**config.mk**
```make
export PLATFORM = sky130hd
export DESIGN_NAME = fifo_ram_ctrl_flat
export DESIGN_NICKNAME = d
export VERILOG_FILES = /design/src/rtl/fifo_ram_ctrl_if.sv /design/src/rtl/fifo_ram_ctrl.sv /design/src/flat_wrapper.sv
export SDC_FILE = /design/constraint.sdc
export NUM_CORES = 1
export LEC_CHECK = 0
export ABC_AREA = 1
export BUFFER_PORTS_ARGS = -buffer_cell sky130_fd_sc_hd__buf_2
export CORE_MARGIN = 2
export CORE_UTILIZATION = 43
export DETAILED_ROUTE_END_ITERATION = 16
export PLACE_DENSITY = 0.73
export SLEW_MARGIN = 10
export SYNTH_ARGS = -nofsm -noshare
export SYNTH_HDL_FRONTEND = slang
export SYNTH_SLANG_ARGS = --single-unit
```
**constraint.sdc**
```tcl
create_clock -name clk -period 2.05 [get_ports clk]
set_input_delay 0.41 -clock clk [delete_from_list [all_inputs] [get_ports clk]]
set_output_delay 0.41 -clock clk [all_outputs]
set_load 0.01 [all_outputs]
```
**src/rtl/fifo_ram_ctrl_if.sv**
```systemverilog
// fifo_ram_ctrl_if
//   Bundles the request side (push/pop) and the RAM/status side of the
//   FIFO controller into one interface.
//   master : producer/consumer plus RAM model (drives push, push_data, pop)
//   slave  : fifo_ram_ctrl (drives RAM controls, status and error flags)
interface fifo_ram_ctrl_if #(
  parameter int DATA_WIDTH = 8,
  parameter int ADDR_WIDTH = 4
);
  logic                  push;
  logic [DATA_WIDTH-1:0] push_data;
  logic                  pop;

  logic                  ram_en_w;
  logic [DATA_WIDTH-1:0] ram_data;
  logic [ADDR_WIDTH-1:0] ram_write_addr;
  logic                  ram_en_r;
  logic [ADDR_WIDTH-1:0] ram_read_addr;

  logic                  rd_valid;
  logic [ADDR_WIDTH:0]   count;
  logic                  full;
  logic                  empty;
  logic                  almost_full;
  logic                  err_ovf;
  logic                  err_udf;

  modport master (
    output push, push_data, pop,
    input  ram_en_w, ram_data, ram_write_addr, ram_en_r, ram_read_addr,
    input  rd_valid, count, full, empty, almost_full, err_ovf, err_udf
  );

  modport slave (
    input  push, push_data, pop,
    output ram_en_w, ram_data, ram_write_addr, ram_en_r, ram_read_addr,
    output rd_valid, count, full, empty, almost_full, err_ovf, err_udf
  );
endinterface

```
**src/rtl/fifo_ram_ctrl.sv**
```systemverilog
// fifo_ram_ctrl
//   Single-clock FIFO control stage in front of a simple dual-port RAM with
//   a registered read port. Converts push/pop requests into RAM write/read
//   enables and addresses, tracks occupancy and status, and raises rd_valid
//   in the cycle the RAM output holds the popped word.
// Ports
//   clk  : clock for all state
//   rst  : asynchronous reset, active low
//   bus  : fifo_ram_ctrl_if.slave (requests in; RAM controls, status out)
module fifo_ram_ctrl #(
  parameter int DATA_WIDTH = 8,
  parameter int ADDR_WIDTH = 4,
  parameter int AF_LEVEL   = 12
) (
  input  logic            clk,
  input  logic            rst,
  fifo_ram_ctrl_if.slave  bus
);

  localparam int                  DEPTH   = 2 ** ADDR_WIDTH;
  localparam logic [ADDR_WIDTH:0] DEPTH_C = (ADDR_WIDTH + 1)'(DEPTH);
  localparam logic [ADDR_WIDTH:0] AF_C    = (ADDR_WIDTH + 1)'(AF_LEVEL);

  logic [ADDR_WIDTH-1:0] wr_ptr_q, wr_ptr_d;
  logic [ADDR_WIDTH-1:0] rd_ptr_q, rd_ptr_d;
  logic [ADDR_WIDTH:0]   count_q,  count_d;
  logic                  rd_valid_q, rd_valid_d;
  logic                  err_ovf_q,  err_ovf_d;
  logic                  err_udf_q,  err_udf_d;

  logic full_s, empty_s, af_s;
  logic pop_ok, push_ok;

  always_comb begin
    empty_s = (count_q == '0);
    full_s  = (count_q == DEPTH_C);
    af_s    = (count_q >= AF_C);
  end

  // A push while full is only taken when a pop frees the slot in the same
  // cycle; the RAM reads before it writes, so the pop still sees the old word.
  always_comb begin
    pop_ok  = bus.pop & ~empty_s;
    push_ok = bus.push & (~full_s | pop_ok);
  end

  always_comb begin
    wr_ptr_d   = wr_ptr_q;
    rd_ptr_d   = rd_ptr_q;
    count_d    = count_q;
    rd_valid_d = pop_ok;
    err_ovf_d  = err_ovf_q | (bus.push & ~push_ok);
    err_udf_d  = err_udf_q | (bus.pop & ~pop_ok);

    if (push_ok) wr_ptr_d = wr_ptr_q + 1'b1;
    if (pop_ok)  rd_ptr_d = rd_ptr_q + 1'b1;

    unique case ({push_ok, pop_ok})
      2'b10:   count_d = count_q + 1'b1;
      2'b01:   count_d = count_q - 1'b1;
      default: count_d = count_q;
    endcase
  end

  always_ff @(posedge clk or negedge rst) begin
    if (!rst) begin
      wr_ptr_q   <= '0;
      rd_ptr_q   <= '0;
      count_q    <= '0;
      rd_valid_q <= 1'b0;
      err_ovf_q  <= 1'b0;
      err_udf_q  <= 1'b0;
    end else begin
      wr_ptr_q   <= wr_ptr_d;
      rd_ptr_q   <= rd_ptr_d;
      count_q    <= count_d;
      rd_valid_q <= rd_valid_d;
      err_ovf_q  <= err_ovf_d;
      err_udf_q  <= err_udf_d;
    end
  end

  // Enables are gated by rst so a request held during reset cannot reach the RAM.
  assign bus.ram_en_w       = push_ok & rst;
  assign bus.ram_data       = bus.push_data;
  assign bus.ram_write_addr = wr_ptr_q;
  assign bus.ram_en_r       = pop_ok & rst;
  assign bus.ram_read_addr  = rd_ptr_q;

  assign bus.rd_valid    = rd_valid_q;
  assign bus.count       = count_q;
  assign bus.full        = full_s;
  assign bus.empty       = empty_s;
  assign bus.almost_full = af_s;
  assign bus.err_ovf     = err_ovf_q;
  assign bus.err_udf     = err_udf_q;

endmodule
```
**src/flat_wrapper.sv**
```systemverilog
// flat-port wrapper written by rule: the top's interface ports become plain ports
module fifo_ram_ctrl_flat 
#(
  parameter int DATA_WIDTH = 8,
  parameter int ADDR_WIDTH = 4,
  parameter int AF_LEVEL   = 12
)
  (clk, rst, bus_push, bus_push_data, bus_pop, bus_ram_en_w, bus_ram_data, bus_ram_write_addr, bus_ram_en_r, bus_ram_read_addr, bus_rd_valid, bus_count, bus_full, bus_empty, bus_almost_full, bus_err_ovf, bus_err_udf);
  fifo_ram_ctrl_if #(.DATA_WIDTH(DATA_WIDTH), .ADDR_WIDTH(ADDR_WIDTH)) bus_i ();
  input  logic clk;
  input  logic rst;
  input wire logic [$bits(bus_i.push)-1:0] bus_push;
  input wire logic [$bits(bus_i.push_data)-1:0] bus_push_data;
  input wire logic [$bits(bus_i.pop)-1:0] bus_pop;
  output wire logic [$bits(bus_i.ram_en_w)-1:0] bus_ram_en_w;
  output wire logic [$bits(bus_i.ram_data)-1:0] bus_ram_data;
  output wire logic [$bits(bus_i.ram_write_addr)-1:0] bus_ram_write_addr;
  output wire logic [$bits(bus_i.ram_en_r)-1:0] bus_ram_en_r;
  output wire logic [$bits(bus_i.ram_read_addr)-1:0] bus_ram_read_addr;
  output wire logic [$bits(bus_i.rd_valid)-1:0] bus_rd_valid;
  output wire logic [$bits(bus_i.count)-1:0] bus_count;
  output wire logic [$bits(bus_i.full)-1:0] bus_full;
  output wire logic [$bits(bus_i.empty)-1:0] bus_empty;
  output wire logic [$bits(bus_i.almost_full)-1:0] bus_almost_full;
  output wire logic [$bits(bus_i.err_ovf)-1:0] bus_err_ovf;
  output wire logic [$bits(bus_i.err_udf)-1:0] bus_err_udf;
  assign bus_i.push = bus_push;
  assign bus_i.push_data = bus_push_data;
  assign bus_i.pop = bus_pop;
  assign bus_ram_en_w = bus_i.ram_en_w;
  assign bus_ram_data = bus_i.ram_data;
  assign bus_ram_write_addr = bus_i.ram_write_addr;
  assign bus_ram_en_r = bus_i.ram_en_r;
  assign bus_ram_read_addr = bus_i.ram_read_addr;
  assign bus_rd_valid = bus_i.rd_valid;
  assign bus_count = bus_i.count;
  assign bus_full = bus_i.full;
  assign bus_empty = bus_i.empty;
  assign bus_almost_full = bus_i.almost_full;
  assign bus_err_ovf = bus_i.err_ovf;
  assign bus_err_udf = bus_i.err_udf;
  fifo_ram_ctrl #(.DATA_WIDTH(DATA_WIDTH), .ADDR_WIDTH(ADDR_WIDTH), .AF_LEVEL(AF_LEVEL)) u_core (.clk(clk), .rst(rst), .bus(bus_i));
endmodule
```
==> impl_summary.log, run 1 <==
[metrics] run status: finished clean
[metrics] clock tree from TritonCTS: done
[metrics] wire length per cell: 13.2 um
[metrics] launch instance of the worst register-to-register path: u_core.bus.count[0]
[metrics] number of maximum-capacitance violations: 0
[metrics] arrival time at the worst endpoint: 2.23 ns
[metrics] Register Area: 403 sq um
[metrics] share of the yosys chip area belonging to registers: about 39%
[metrics] I/O Pins: 41
[metrics] clk sink count: 16
[metrics] most numerous cell on the critical path: sky130_fd_sc_hd__nand2_1
[metrics] pin count of the biggest net entering global routing: 17
[metrics] Routed Antenna Nets: 0
[metrics] unrepaired setup endpoints after global routing: yes
[metrics] Root Driver: sky130_fd_sc_hd__clkbuf_4
[metrics] die footprint: 0.00279 sq mm
[metrics] detailed-routing iteration count for the pre-antenna-repair pass: 4
[metrics] final routed wirelength across all metal layers: 2.42 mm
[metrics] number of filler cells placed in the layout: ~190
[metrics] worst setup slack after placement: -0.158 ns
[metrics] x dimension of the die: between 50 and 60 um
[metrics] crit path max fanout: 5
[metrics] YS warnings: 0
[metrics] area inside the core boundary: 0.00223 sq mm
[metrics] Die H: around 53 um
[metrics] vias post-DR: around 930
[metrics] via count of the first global-routing pass: 891
[metrics] later-pin clock latency in the skew report: slightly below 0.3 ns
[metrics] register-to-register setup slack: 0.01 ns
[metrics] biggest cell delay along the critical path: 0.41 ns
[metrics] Max stage delay cell, worst path: sky130_fd_sc_hd__dfrtp_1
[metrics] area of combinational cells with multiple inputs: 561 sq um
[metrics] post-route clock period utilization: 99.4%
[metrics] Power Density: 1540 mW/mm^2
[metrics] number of H-tree branching levels: 1
[metrics] fraction of final layout cells with drive strength greater than 1: 44.5%
[metrics] count of endpoints failing setup in the final report: 0
[metrics] net count after synthesis: 138
[metrics] Cell Area, Synth: 0.00102 sq mm
[metrics] initial antenna violation count: 0
[metrics] Distinct cells, synth: 27
[metrics] min cycle time layout: 2.04 ns
[metrics] number of remaining DRC errors: 0
[metrics] number of vias per cell: 5.06
[metrics] Antenna Cells: 0
[metrics] leakage power figure: 0.713 nW
[metrics] cell types occupying the most area after synthesis: sky130_fd_sc_hd__dfrtp_1 39%, sky130_fd_sc_hd__nand2_1 13%, sky130_fd_sc_hd__ha_1 7.3%
[metrics] wire length of the first global-routing pass: 3.93 mm
[metrics] number of DRC violations after detailed-routing iteration 0: 33
[metrics] post-DP HPWL: 1.72 mm
[metrics] cts bufs inserted: 3
[metrics] synthesized area divided by synthesized cell count: roughly 8.6 sq um
[metrics] most frequent cell after synthesis: sky130_fd_sc_hd__nand2_1
[metrics] count of mapped cells out of synthesis: 119
[metrics] cell count of the worst reg-to-reg path: 16
[metrics] overall fraction of global-route tracks in use: 20.0%
[metrics] leading post-synthesis cells by instance count: 36 x sky130_fd_sc_hd__nand2_1, 16 x sky130_fd_sc_hd__dfrtp_1, 12 x sky130_fd_sc_hd__inv_1
[metrics] worst min-delay path category: in2async
[metrics] final worst setup slack: 0.0121 ns
[metrics] clock transition at the registers of the reported paths: about 0.1 ns
[metrics] commonest register cell after synthesis: sky130_fd_sc_hd__dfrtp_1
[metrics] buffers from clock root to sink, at most: 2
[metrics] number of max-slew violations in the final report: 0
[metrics] Crit path required time: 2.24 ns
[metrics] FMAX: 491 MHz
[metrics] area fraction of the dominant cell type after synthesis: 39.1%
[metrics] library cell with the largest summed area after synthesis: sky130_fd_sc_hd__dfrtp_1
[metrics] starting density of the core: 45.9%
[metrics] CP Launch Type: flop
[metrics] area delta synth->final: 30.2%
[metrics] FF-to-FF End: u_core.bus.count[4]
[metrics] weighted congestion reported at the end of routability-driven placement: 0.742
[metrics] Layout Nets: 175
[metrics] number of hold-repair buffers added at the cts stage: 0
[metrics] crit path capture type: flop
[metrics] Worst-Margin Slew: 0.212 ns
[metrics] count of input and output buffers: 24
[metrics] Max-slew headroom: between 80% and 90%
[metrics] highest ir drop seen on vdd: 0.946 mV
[metrics] final hold slack: 0.0554 ns
[metrics] number of enable flip-flop cells after synthesis: 0
[metrics] clock skew after layout: approximately 0.00054 ns
[metrics] post-synthesis sequential element count: 16
[metrics] count of final hold-check violations: 0
[metrics] Post-synth ARST share: 100%
[metrics] GRT Residual Overflow: 0
[metrics] worst setup path class: reg2reg
[metrics] number of standard-cell rows in the floorplan: 17
[metrics] critical-path cell list: nor2_4 > buf_4 > nand3_4 > nand2_4 > inv_4 > ha_4 > inv_4 > fa_2 > inv_2 > nand2_2 > nand2_2 > nand2_2 > nand2_1 > nand2_1 > nand2_1 > nand2_1
-- per-layer routing --
layer | global-route usage [%] | routed length (um) | share of wire [%] | up-vias
li1 | - | - | - | 441
met1 | 23.4 | 1010 | 41 | 446
met2 | 33.1 | 1180 | 49 | 32
met3 | 4.86 | 185 | 7.6 | 7
met4 | 11.1 | 55 | 2.3 | 0
met5 | 0 | 0 | 0 | -
-- layout by cell type, fill, tap and decap left out, types with 2 or more instances in the layout --
master                     instances
sky130_fd_sc_hd__nand2_2           5
sky130_fd_sc_hd__buf_2            24
sky130_fd_sc_hd__nand4_1           2
sky130_fd_sc_hd__inv_4             2
sky130_fd_sc_hd__nor2_1            5
sky130_fd_sc_hd__ha_1              3
sky130_fd_sc_hd__nand2_4           2
sky130_fd_sc_hd__nor2_4            2
sky130_fd_sc_hd__dfrtp_2           2
sky130_fd_sc_hd__nand3b_1          2
sky130_fd_sc_hd__dfrtp_1          14
sky130_fd_sc_hd__inv_2             2
sky130_fd_sc_hd__nand2_1          33
sky130_fd_sc_hd__buf_4            16
sky130_fd_sc_hd__o21ai_0           2
sky130_fd_sc_hd__xnor2_1           2
sky130_fd_sc_hd__nand3_1           7
sky130_fd_sc_hd__o21bai_1          2
sky130_fd_sc_hd__ha_4              3
sky130_fd_sc_hd__inv_1            10
sky130_fd_sc_hd__clkbuf_4          3
-- critical path, delay by kind of cell (launching register included) --
family / cells / cell delay (ns)
buf+inv: 4 / 0.34
flops: 1 / 0.41
fa+ha+maj: 2 / 0.54
simple gates: 10 / 0.63
-- worst max-delay path by stage --
stage	from	to	slack (ns)	cells after the start
after floorplan	u_core.bus.count[1]	u_core.bus.count[4]	0.01	14
after global routing	u_core.bus.count[0]	u_core.bus.count[4]	-0.08	16
after global placement	bus_pop	u_core.bus.count[4]	0.04	15
after detailed placement	bus_pop	u_core.bus.count[4]	-0.16	15
after CTS	u_core.bus.count[3]	u_core.bus.count[4]	0.05	14
final	u_core.bus.count[0]	u_core.bus.count[4]	0.01	16
-- registers in the layout, summed over array words and instances (netlist names) --
signal                     cells
u_core.bus.count               5
u_core.bus.ram_write_addr      4
u_core.bus.err_udf             1
u_core.bus.ram_read_addr       4
u_core.bus.rd_valid            1
u_core.bus.err_ovf             1
-- timing repair --
item	in CTS	in global routing
setup endpoints to repair	1	2
cloned	0	0
gates resized for setup	6	9
setup buffers	2	4
pin swaps	2	7
-- per-stage QoR --
stage	util (%)	cells	setup TNS [ns]	total power, W	instance area (sq um)
after global placement	53.7	173	0	0.00163	1200
after CTS	56.9	179	0	0.00195	1270
after detailed placement	53.7	173	-0.158	0.00168	1200
final	59.7	183	0	0.00205	1330
after global routing	59.7	183	-0.121	0.00223	1330
after floorplan	-	119	0	0.00129	1030
-- power breakdown --
| group | total, W | internal [W] | switching [W] |
|---|---|---|---|
| clock | 0.000182 | 0.0000758 | 0.000106 |
| combinational | 0.00124 | 0.000585 | 0.000654 |
| sequential | 0.000627 | 0.000464 | 0.000163 |
| total | 0.00205 | 0.00112 | 0.000923 |
-- logic make-up (layout without fill, tap and decap cells) --
logic type | Yosys count | count (layout) | share of synthesized area (%)
compound gates | 7 | 7 | 4.27
xor+xnor | 4 | 4 | 4.15
fa+ha+maj | 7 | 7 | 9.28
buf+inv | 23 | 59 | 11.6
flops | 16 | 16 | 39.1
simple gates | 62 | 62 | 31.6
-- final cells by class --
cell class / instances / area share, %
timing repair buffer: 41 / 18.9
inverter: 14 / 4.32
multi-input combinational: 80 / 42.0
clock buffer: 4 / 1.97
tap: 28 / 2.63
sequential: 16 / 30.2
Note: power is estimated with default switching activity, not from simulation.
==> run 2, diff against run 1 <==
--- a/config.mk
+++ b/config.mk
@@ -9,6 +9,7 @@
 export BUFFER_PORTS_ARGS = -buffer_cell sky130_fd_sc_hd__buf_2
 export CORE_MARGIN = 2
 export CORE_UTILIZATION = 43
+export CTS_BUF_LIST = sky130_fd_sc_hd__clkbuf_16
 export DETAILED_ROUTE_END_ITERATION = 16
 export PLACE_DENSITY = 0.73
 export SLEW_MARGIN = 10
==> run 2 against run 1 <==
Maximum frequency increased by 0.46%. Clock power increased by 110%. Largest power group unchanged. Via count decreased by 0.97%.
==> impl_summary.log, run 2 (synthesized netlist as in run 1, its figures left out) <==
[metrics] run status: finished clean
[metrics] final routed wirelength across all metal layers: 2.56 mm (+5.6%)
[metrics] number of remaining DRC errors: 0 (unchanged)
[metrics] setup TNS: 0 ns (unchanged)
[metrics] x dimension of the die: 52.8 um (unchanged)
[metrics] arrival time at the worst endpoint: 2.16 ns (-0.07 ns)
[metrics] Layout Nets: 175 (unchanged)
[metrics] number of max-slew violations in the final report: 0 (unchanged)
[metrics] Placement Cell Area: 0.00120 sq mm (unchanged)
[metrics] number of maximum-capacitance violations: 0 (unchanged)
[metrics] crit path capture type: flop
[metrics] post-DP HPWL: 1.72 mm (unchanged)
[metrics] number of hold-repair buffers added at the cts stage: 0 (unchanged)
[metrics] area inside the core boundary: 0.00223 sq mm (unchanged)
[metrics] Power Density: 1650 mW/mm^2 (+7.6%)
[metrics] leakage power figure: 0.748 nW (+4.9%)
[metrics] wire length on met2: 1.21 mm (+3.2%)
[metrics] Design Area, Final: 0.00140 sq mm (+4.9%)
[metrics] detailed-route wire length on metal 1: 1.05 mm (+4.2%)
[metrics] worst min-delay path category: in2async
[metrics] number of DRC violations after detailed-routing iteration 0: 10 (-70%)
[metrics] most used cells in the layout excluding fill and tap cells: 33 x sky130_fd_sc_hd__nand2_1, 24 x sky130_fd_sc_hd__buf_2, 16 x sky130_fd_sc_hd__buf_4, 14 x sky130_fd_sc_hd__dfrtp_1, 11 x sky130_fd_sc_hd__inv_1
[metrics] number of vias per cell: 5.01 (-0.97%)
[metrics] number of filler cells placed in the layout: 183 (-4.7%)
[metrics] final hold slack: 0.117 ns (+0.0617 ns)
[metrics] clock tree from TritonCTS: done
[metrics] overall fraction of global-route tracks in use: 20.7% (+0.72 points)
[metrics] Antenna Cells: 0 (unchanged)
[metrics] Worst-Margin Slew: 0.244 ns (+0.0325 ns)
[metrics] count of endpoints failing setup in the final report: 0 (unchanged)
[metrics] CP Launch Type: flop
[metrics] wire length per cell: 14.0 um (+5.6%)
[metrics] Max-slew headroom: 83.6% (-2.2 points)
[metrics] number of H-tree branching levels: 1 (unchanged)
[metrics] min cycle time layout: 2.03 ns (-0.00931 ns)
[metrics] weighted congestion reported at the end of routability-driven placement: 0.742 (unchanged)
[metrics] FMAX: 493 MHz (+0.46%)
[metrics] count of final hold-check violations: 0 (unchanged)
[metrics] die footprint: 0.00279 sq mm (unchanged)
[metrics] initial antenna violation count: 0 (unchanged)
[metrics] Die H: 52.8 um (unchanged)
[metrics] unrepaired setup endpoints after global routing: yes
[metrics] pin count of the biggest net entering global routing: 17 (unchanged)
[metrics] Crit path required time: 2.18 ns (-0.06 ns)
[metrics] amount of wire on met3 after detailed routing: 197 um (+6.5%)
[metrics] area delta synth->final: 36.5%
[metrics] wire length of the first global-routing pass: 4.13 mm (+4.9%)
[metrics] crit path max fanout: 4 (-1)
[metrics] final standard cell utilization of the core: 62.6% (+2.9 points)
[metrics] number of standard-cell rows in the floorplan: 17 (unchanged)
[metrics] clock skew after layout: 0.00289 ns (+0.00236 ns)
[metrics] worst setup path class: reg2reg
[metrics] highest ir drop seen on vdd: 0.908 mV (-4.0%)
[metrics] clock transition at the registers of the reported paths: 0.05 ns (-0.05 ns)
[metrics] overall power consumption: 0.00231 W (+13%)
[metrics] later-pin clock latency in the skew report: 0.25 ns (-0.04 ns)
[metrics] count of input and output buffers: 24 (unchanged)
[metrics] Root Driver: sky130_fd_sc_hd__clkbuf_16
[metrics] I/O Pins: 41 (unchanged)
[metrics] fraction of final layout cells with drive strength greater than 1: 45.2% (+0.65 points)
[metrics] cts bufs inserted: 3 (unchanged)
[metrics] post-route clock period utilization: 99.0% (-0.45 points)
[metrics] clk sink count: 16 (unchanged)
[metrics] vias post-DR: 917 (-0.97%)
[metrics] flip-flop count of the largest register, all copies and words added: 5 (unchanged)
[metrics] leading cell type in the layout, fill and taps excluded: sky130_fd_sc_hd__nand2_1
[metrics] starting density of the core: 45.9% (unchanged)
[metrics] Routed Antenna Nets: 0 (unchanged)
[metrics] detailed-routing iteration count for the pre-antenna-repair pass: 4 (unchanged)
[metrics] top routing layer in use: met4
[metrics] buffers from clock root to sink, at most: 2 (unchanged)
[metrics] GRT Residual Overflow: 0 (unchanged)
[metrics] via count of the first global-routing pass: 935 (+4.9%)
-- run 2: cell types whose count changed in the layout (fill, tap and decap cells not counted), sizes merged --
| cell | delta |
|---|---|
| inv | +1 |
| clkbuf | -1 |
-- run 2: metrics by stage --
stage               setup slack, ns  instances
finish                       0.0214        183
global route                -0.0423        183
CTS                          0.0309        180
detailed placement           -0.158        173
global placement             0.0350        173
floorplan                    0.0105        119
-- run 2: what timing repair did --
item / in CTS / in global routing
buffers inserted: 3 / 3
setup endpoints to repair: 1 / 2
gates cloned: 0 / 0
pin swaps: 3 / 7
resized for setup: 5 / 12
-- run 2: critical path, stage by stage (launching register included) --
cell,delay [ns]
sky130_fd_sc_hd__dfrtp_1,0.41
sky130_fd_sc_hd__nor2_4,0.15
sky130_fd_sc_hd__buf_4,0.14
sky130_fd_sc_hd__nand3_4,0.07
sky130_fd_sc_hd__nand2_4,0.08
sky130_fd_sc_hd__inv_4,0.04
sky130_fd_sc_hd__ha_4,0.18
sky130_fd_sc_hd__ha_4,0.22
sky130_fd_sc_hd__or2_2,0.32
sky130_fd_sc_hd__nand3_2,0.09
sky130_fd_sc_hd__nand2_1,0.06
sky130_fd_sc_hd__nand2_1,0.08
sky130_fd_sc_hd__nand2_1,0.06
-- run 2: path summary, 6_finish.rpt --
path,start,endpoint,slack (ns),depth (start not counted)
max,u_core.bus.count[0],u_core.bus.count[4],0.02,12
max in group asynchronous,rst,u_core.bus.count[4],1.73,2
min reg2reg,u_core.bus.err_ovf,u_core.bus.err_ovf,0.48,1
min,rst,u_core.bus.ram_read_addr[0],0.12,2
max reg2reg,u_core.bus.count[0],u_core.bus.count[4],0.02,12
min in group clk,u_core.bus.err_ovf,u_core.bus.err_ovf,0.48,1
-- run 2: power by group --
| part | switching (W) | internal (W) | leakage [nW] |
|---|---|---|---|
| Sequential | 0.000161 | 0.000466 | 0.191 |
| Combinational | 0.000698 | 0.000605 | 0.515 |
| Clock | 0.000122 | 0.000259 | 0.0423 |
| Total | 0.000981 | 0.00133 | 0.748 |
-- run 2: area by class of cell --
| class | count | area [sq um] | share of cell area [%] |
|---|---|---|---|
| repair buffers | 41 | 251 | 18.0 |
| multi-input cells | 80 | 573 | 41.0 |
| well taps | 28 | 35.0 | 2.50 |
| inverters | 14 | 57.6 | 4.11 |
| flip-flops and latches | 16 | 403 | 28.8 |
| clock buffers | 3 | 75.1 | 5.37 |
| clock inverters | 1 | 3.75 | 0.268 |
-- run 2: routing by layer --
layer  up-vias  GRT usage (%)
li1        440              -
met1       424           24.5
met2        39           33.3
met3        14           5.14
met4         0           12.8
met5         -              0
==> run 3, diff against run 2 <==
--- a/config.mk
+++ b/config.mk
@@ -5,13 +5,12 @@
 export SDC_FILE = /design/constraint.sdc
 export NUM_CORES = 1
 export LEC_CHECK = 0
-export ABC_AREA = 1
 export BUFFER_PORTS_ARGS = -buffer_cell sky130_fd_sc_hd__buf_2
 export CORE_MARGIN = 2
-export CORE_UTILIZATION = 43
+export CORE_UTILIZATION = 46
 export CTS_BUF_LIST = sky130_fd_sc_hd__clkbuf_16
 export DETAILED_ROUTE_END_ITERATION = 16
-export PLACE_DENSITY = 0.73
+export PLACE_DENSITY = 0.76
 export SLEW_MARGIN = 10
 export SYNTH_ARGS = -nofsm -noshare
 export SYNTH_HDL_FRONTEND = slang
==> constraint.sdc (replaced) <==
create_clock -name clk -period 2 [get_ports clk]
set_input_delay 0.4 -clock clk [delete_from_list [all_inputs] [get_ports clk]]
set_output_delay 0.4 -clock clk [all_outputs]
set_load 0.01 [all_outputs]
==> run 3 against run 2 <==
The run now ends with setup timing left. Die area decreased by 15%. Sequential power increased by 1%. Clock skew decreased by 0.0023 ns. Area after synthesis decreased by 9.8%. Critical endpoint unchanged.
==> impl_summary.log, run 3 <==
[metrics] number of max-slew violations in the final report: 0 (unchanged)
[metrics] Root Driver: sky130_fd_sc_hd__clkbuf_16
[metrics] clk sink count: 16 (unchanged)
[metrics] x dimension of the die: 48.8 um (-7.5%)
[metrics] most used cells in the layout excluding fill and tap cells: 24 x sky130_fd_sc_hd__buf_2, 23 x sky130_fd_sc_hd__buf_4, 14 x sky130_fd_sc_hd__dfrtp_1, 6 x sky130_fd_sc_hd__inv_1, 6 x sky130_fd_sc_hd__xnor2_1
[metrics] number of remaining DRC errors: 0 (unchanged)
[metrics] synthesized area divided by synthesized cell count: 10.9 sq um (+26%)
[metrics] clock tree from TritonCTS: done
[metrics] Register Area: 403 sq um (unchanged)
[metrics] starting density of the core: 48.1% (+2.2 points)
[metrics] via count of the first global-routing pass: 849 (-9.2%)
[metrics] GRT Residual Overflow: 0 (unchanged)
[metrics] highest ir drop seen on vdd: 0.964 mV (+6.3%)
[metrics] cts bufs inserted: 3 (unchanged)
[metrics] number of hold-repair buffers added at the cts stage: 0 (unchanged)
[metrics] number of maximum-capacitance violations: 0 (unchanged)
[metrics] Power Density: 1660 mW/mm^2 (+0.36%)
[metrics] post-synthesis sequential element count: 16 (unchanged)
[metrics] leading cell type in the layout, fill and taps excluded: sky130_fd_sc_hd__buf_2
[metrics] initial antenna violation count: 0 (unchanged)
[metrics] pin count of the biggest net entering global routing: 17 (unchanged)
[metrics] leading post-synthesis cells by instance count: 16 x sky130_fd_sc_hd__dfrtp_1, 8 x sky130_fd_sc_hd__buf_4, 7 x sky130_fd_sc_hd__inv_1
[metrics] vias post-DR: 787 (-14%)
[metrics] final standard cell utilization of the core: 71.0% (+8.4 points)
[metrics] largest family of logic cells by synthesized area: simple AND/OR/NAND/NOR gates
[metrics] Distinct cells, synth: 34 (+26%)
[metrics] Cell Area, Synth: 925 sq um (-9.8%)
[metrics] FMAX: 448 MHz (-9.2%)
[metrics] area inside the core boundary: 0.00192 sq mm (-14%)
[metrics] worst min-delay path category: in2async
[metrics] Antenna Cells: 0 (unchanged)
[metrics] run status: finished with violations
[metrics] number of vias per cell: 5.08 (+1.3%)
[metrics] area fraction in and, or, nand and nor cells after synthesis: 15.0% (-17 points)
[metrics] CP Launch Type: flop
[metrics] synthesized-area fraction occupied by ao, oa, aoi and oai cells: 9.47% (+5.2 points)
[metrics] wire length of the first global-routing pass: 3.73 mm (-9.7%)
[metrics] fraction of the mapped netlist area in adder cells: 10.3% (+1.0 points)
[metrics] number of enable flip-flop cells after synthesis: 0 (unchanged)
[metrics] count of mapped cells out of synthesis: 85 (-29%)
[metrics] final worst setup slack: -0.233 ns (-0.255 ns)
[metrics] min cycle time layout: 2.23 ns (+0.205 ns)
[metrics] Max-slew headroom: 79.3% (-4.3 points)
[metrics] area share of xor/xnor cells in the synthesized design: 8.53% (+4.4 points)
[metrics] Routed Antenna Nets: 0 (unchanged)
[metrics] YS warnings: 0 (unchanged)
[metrics] number of H-tree branching levels: 1 (unchanged)
[metrics] crit path capture type: flop
[metrics] Die H: 48.8 um (-7.5%)
[metrics] flip-flop count of the largest register, all copies and words added: 5 (unchanged)
[metrics] overall fraction of global-route tracks in use: 20.7% (about the same)
[metrics] fraction of final layout cells with drive strength greater than 1: 54.7% (+9.5 points)
[metrics] later-pin clock latency in the skew report: 0.24 ns (about the same)
[metrics] post-route clock period utilization: 112% (+13 points)
[metrics] post-DP HPWL: 1.57 mm (-8.8%)
[metrics] area of combinational cells with multiple inputs: 517 sq um (-9.8%)
[metrics] clock skew after layout: 0.000614 ns (-0.00228 ns)
[metrics] share of synthesized area spent on multiplexers: 3.52% (+3.5 points)
[metrics] overall power consumption: 0.00226 W (-2.1%)
[metrics] final routed wirelength across all metal layers: 2.16 mm (-16%)
[metrics] arrival time at the worst endpoint: 2.34 ns (+0.18 ns)
[metrics] Post-synth ARST share: 100% (unchanged)
[metrics] net count after synthesis: 104 (-25%)
[metrics] Worst-Margin Slew: 0.309 ns (+0.0648 ns)
[metrics] commonest register cell after synthesis: sky130_fd_sc_hd__dfrtp_1
[metrics] I/O Pins: 41 (unchanged)
[metrics] share of the yosys chip area belonging to registers: 43.3% (+4.2 points)
[metrics] worst setup path class: reg2reg
[metrics] weighted congestion reported at the end of routability-driven placement: 0.781 (+5.2%)
[metrics] number of DRC violations after detailed-routing iteration 0: 1 (-9)
[metrics] most frequent cell after synthesis: sky130_fd_sc_hd__dfrtp_1
[metrics] Layout Nets: 148 (-15%)
[metrics] count of endpoints failing setup in the final report: 3 (+3)
[metrics] crit path max fanout: 4 (unchanged)
[metrics] count of input and output buffers: 24 (unchanged)
[metrics] number of filler cells placed in the layout: 137 (-25%)
[metrics] number of standard-cell rows in the floorplan: 16 (-1)
[metrics] area delta synth->final: 47.6%
[metrics] leakage power figure: 0.663 nW (-11%)
[metrics] area fraction of the dominant cell type after synthesis: 43.3% (+4.2 points)
[metrics] Crit path required time: 2.10 ns (-0.08 ns)
[metrics] cell types occupying the most area after synthesis: sky130_fd_sc_hd__dfrtp_1 43%, sky130_fd_sc_hd__ha_1 8.1%, sky130_fd_sc_hd__buf_4 6.5%
[metrics] violated checks: setup timing
[metrics] library cell with the largest summed area after synthesis: sky130_fd_sc_hd__dfrtp_1
[metrics] wire length per cell: 13.9 um (-0.39%)
[metrics] buffers from clock root to sink, at most: 2 (unchanged)
[metrics] unrepaired setup endpoints after global routing: yes
[metrics] clock transition at the registers of the reported paths: 0.05 ns (about the same)
[metrics] detailed-routing iteration count for the pre-antenna-repair pass: 2 (-2)
[metrics] die footprint: 0.00238 sq mm (-15%)
[metrics] count of final hold-check violations: 0 (unchanged)
[metrics] worst setup slack after placement: -0.283 ns (-0.125 ns)
run 3: power by group:
part | leakage (nW) | internal, W | switching [W]
combinational | 0.439 | 0.000649 | 0.000594
sequential | 0.186 | 0.000494 | 0.000142
clock | 0.0385 | 0.000265 | 0.000120
total | 0.663 | 0.00141 | 0.000856
run 3: kinds of logic (layout without fill, tap and decap cells):
logic type,count (synthesis),after routing
buffers and inverters,16,59
XOR/XNOR,9,9
flip-flops,16,16
AND/OR/NAND/NOR,22,22
multiplexers,3,3
adder cells (fa/ha/maj),7,7
AO/OA/AOI/OAI,12,12
run 3: timing repair:
action | CTS | global route
resized for setup | 8 | 4
pin swaps | 10 | 7
buffers inserted | 7 | 1
setup endpoints to repair | 5 | 5
gates cloned | 0 | 0
endpoints found under the hold margin | 0 | 0
run 3: through the flow:
step | cell area, sq um | instances | hold WS [ns] | setup TNS [ns]
floorplan | 953 | 85 | 0.104 | -0.255
global placement | 1180 | 145 | 0.371 | -0.282
detailed placement | 1180 | 145 | 0.386 | -0.573
CTS | 1350 | 156 | 0.130 | -0.595
global route | 1370 | 155 | 0.145 | -0.982
finish | 1370 | 155 | 0.123 | -0.557
run 3: final timing paths:
path                                           from                           to  slack [ns]  cells past startpoint
worst max-delay path            u_core.bus.count[2]          u_core.bus.count[4]       -0.23                      9
worst min-delay path                            rst  u_core.bus.ram_read_addr[2]        0.12                      2
worst max register to register  u_core.bus.count[2]          u_core.bus.count[4]       -0.23                      9
worst min register to register   u_core.bus.err_udf           u_core.bus.err_udf        0.45                      1
max in group asynchronous                       rst          u_core.bus.count[0]        1.68                      2
min in group clk                            bus_pop           u_core.bus.err_udf        0.38                      2
run 3: layer usage:
metal / track usage (%) / wire length [um] / vias to the layer above
li1: - / - / 374
met1: 21.1 / 817 / 385
met2: 40.0 / 1190 / 20
met3: 3.07 / 85 / 8
met4: 11.0 / 61 / 0
met5: 0 / 0 / -
run 3: final cells by class:
class	count	share of cell area, %
clock buffer	3	5.50
clock inverter	1	0.275
inverter	7	2.11
multi-input combinational	53	37.9
sequential	16	29.5
tap	27	2.47
timing repair buffer	48	22.3
run 3: worst max-delay path: stages (launching register included):
cell                       delay [ns]
sky130_fd_sc_hd__dfrtp_2         0.42
sky130_fd_sc_hd__nor4_4          0.30
sky130_fd_sc_hd__buf_4           0.18
sky130_fd_sc_hd__a21oi_4         0.07
sky130_fd_sc_hd__ha_4            0.19
sky130_fd_sc_hd__ha_4            0.25
sky130_fd_sc_hd__nor4b_2         0.34
sky130_fd_sc_hd__a311oi_2        0.10
sky130_fd_sc_hd__o311ai_2        0.10
sky130_fd_sc_hd__o211ai_1        0.14
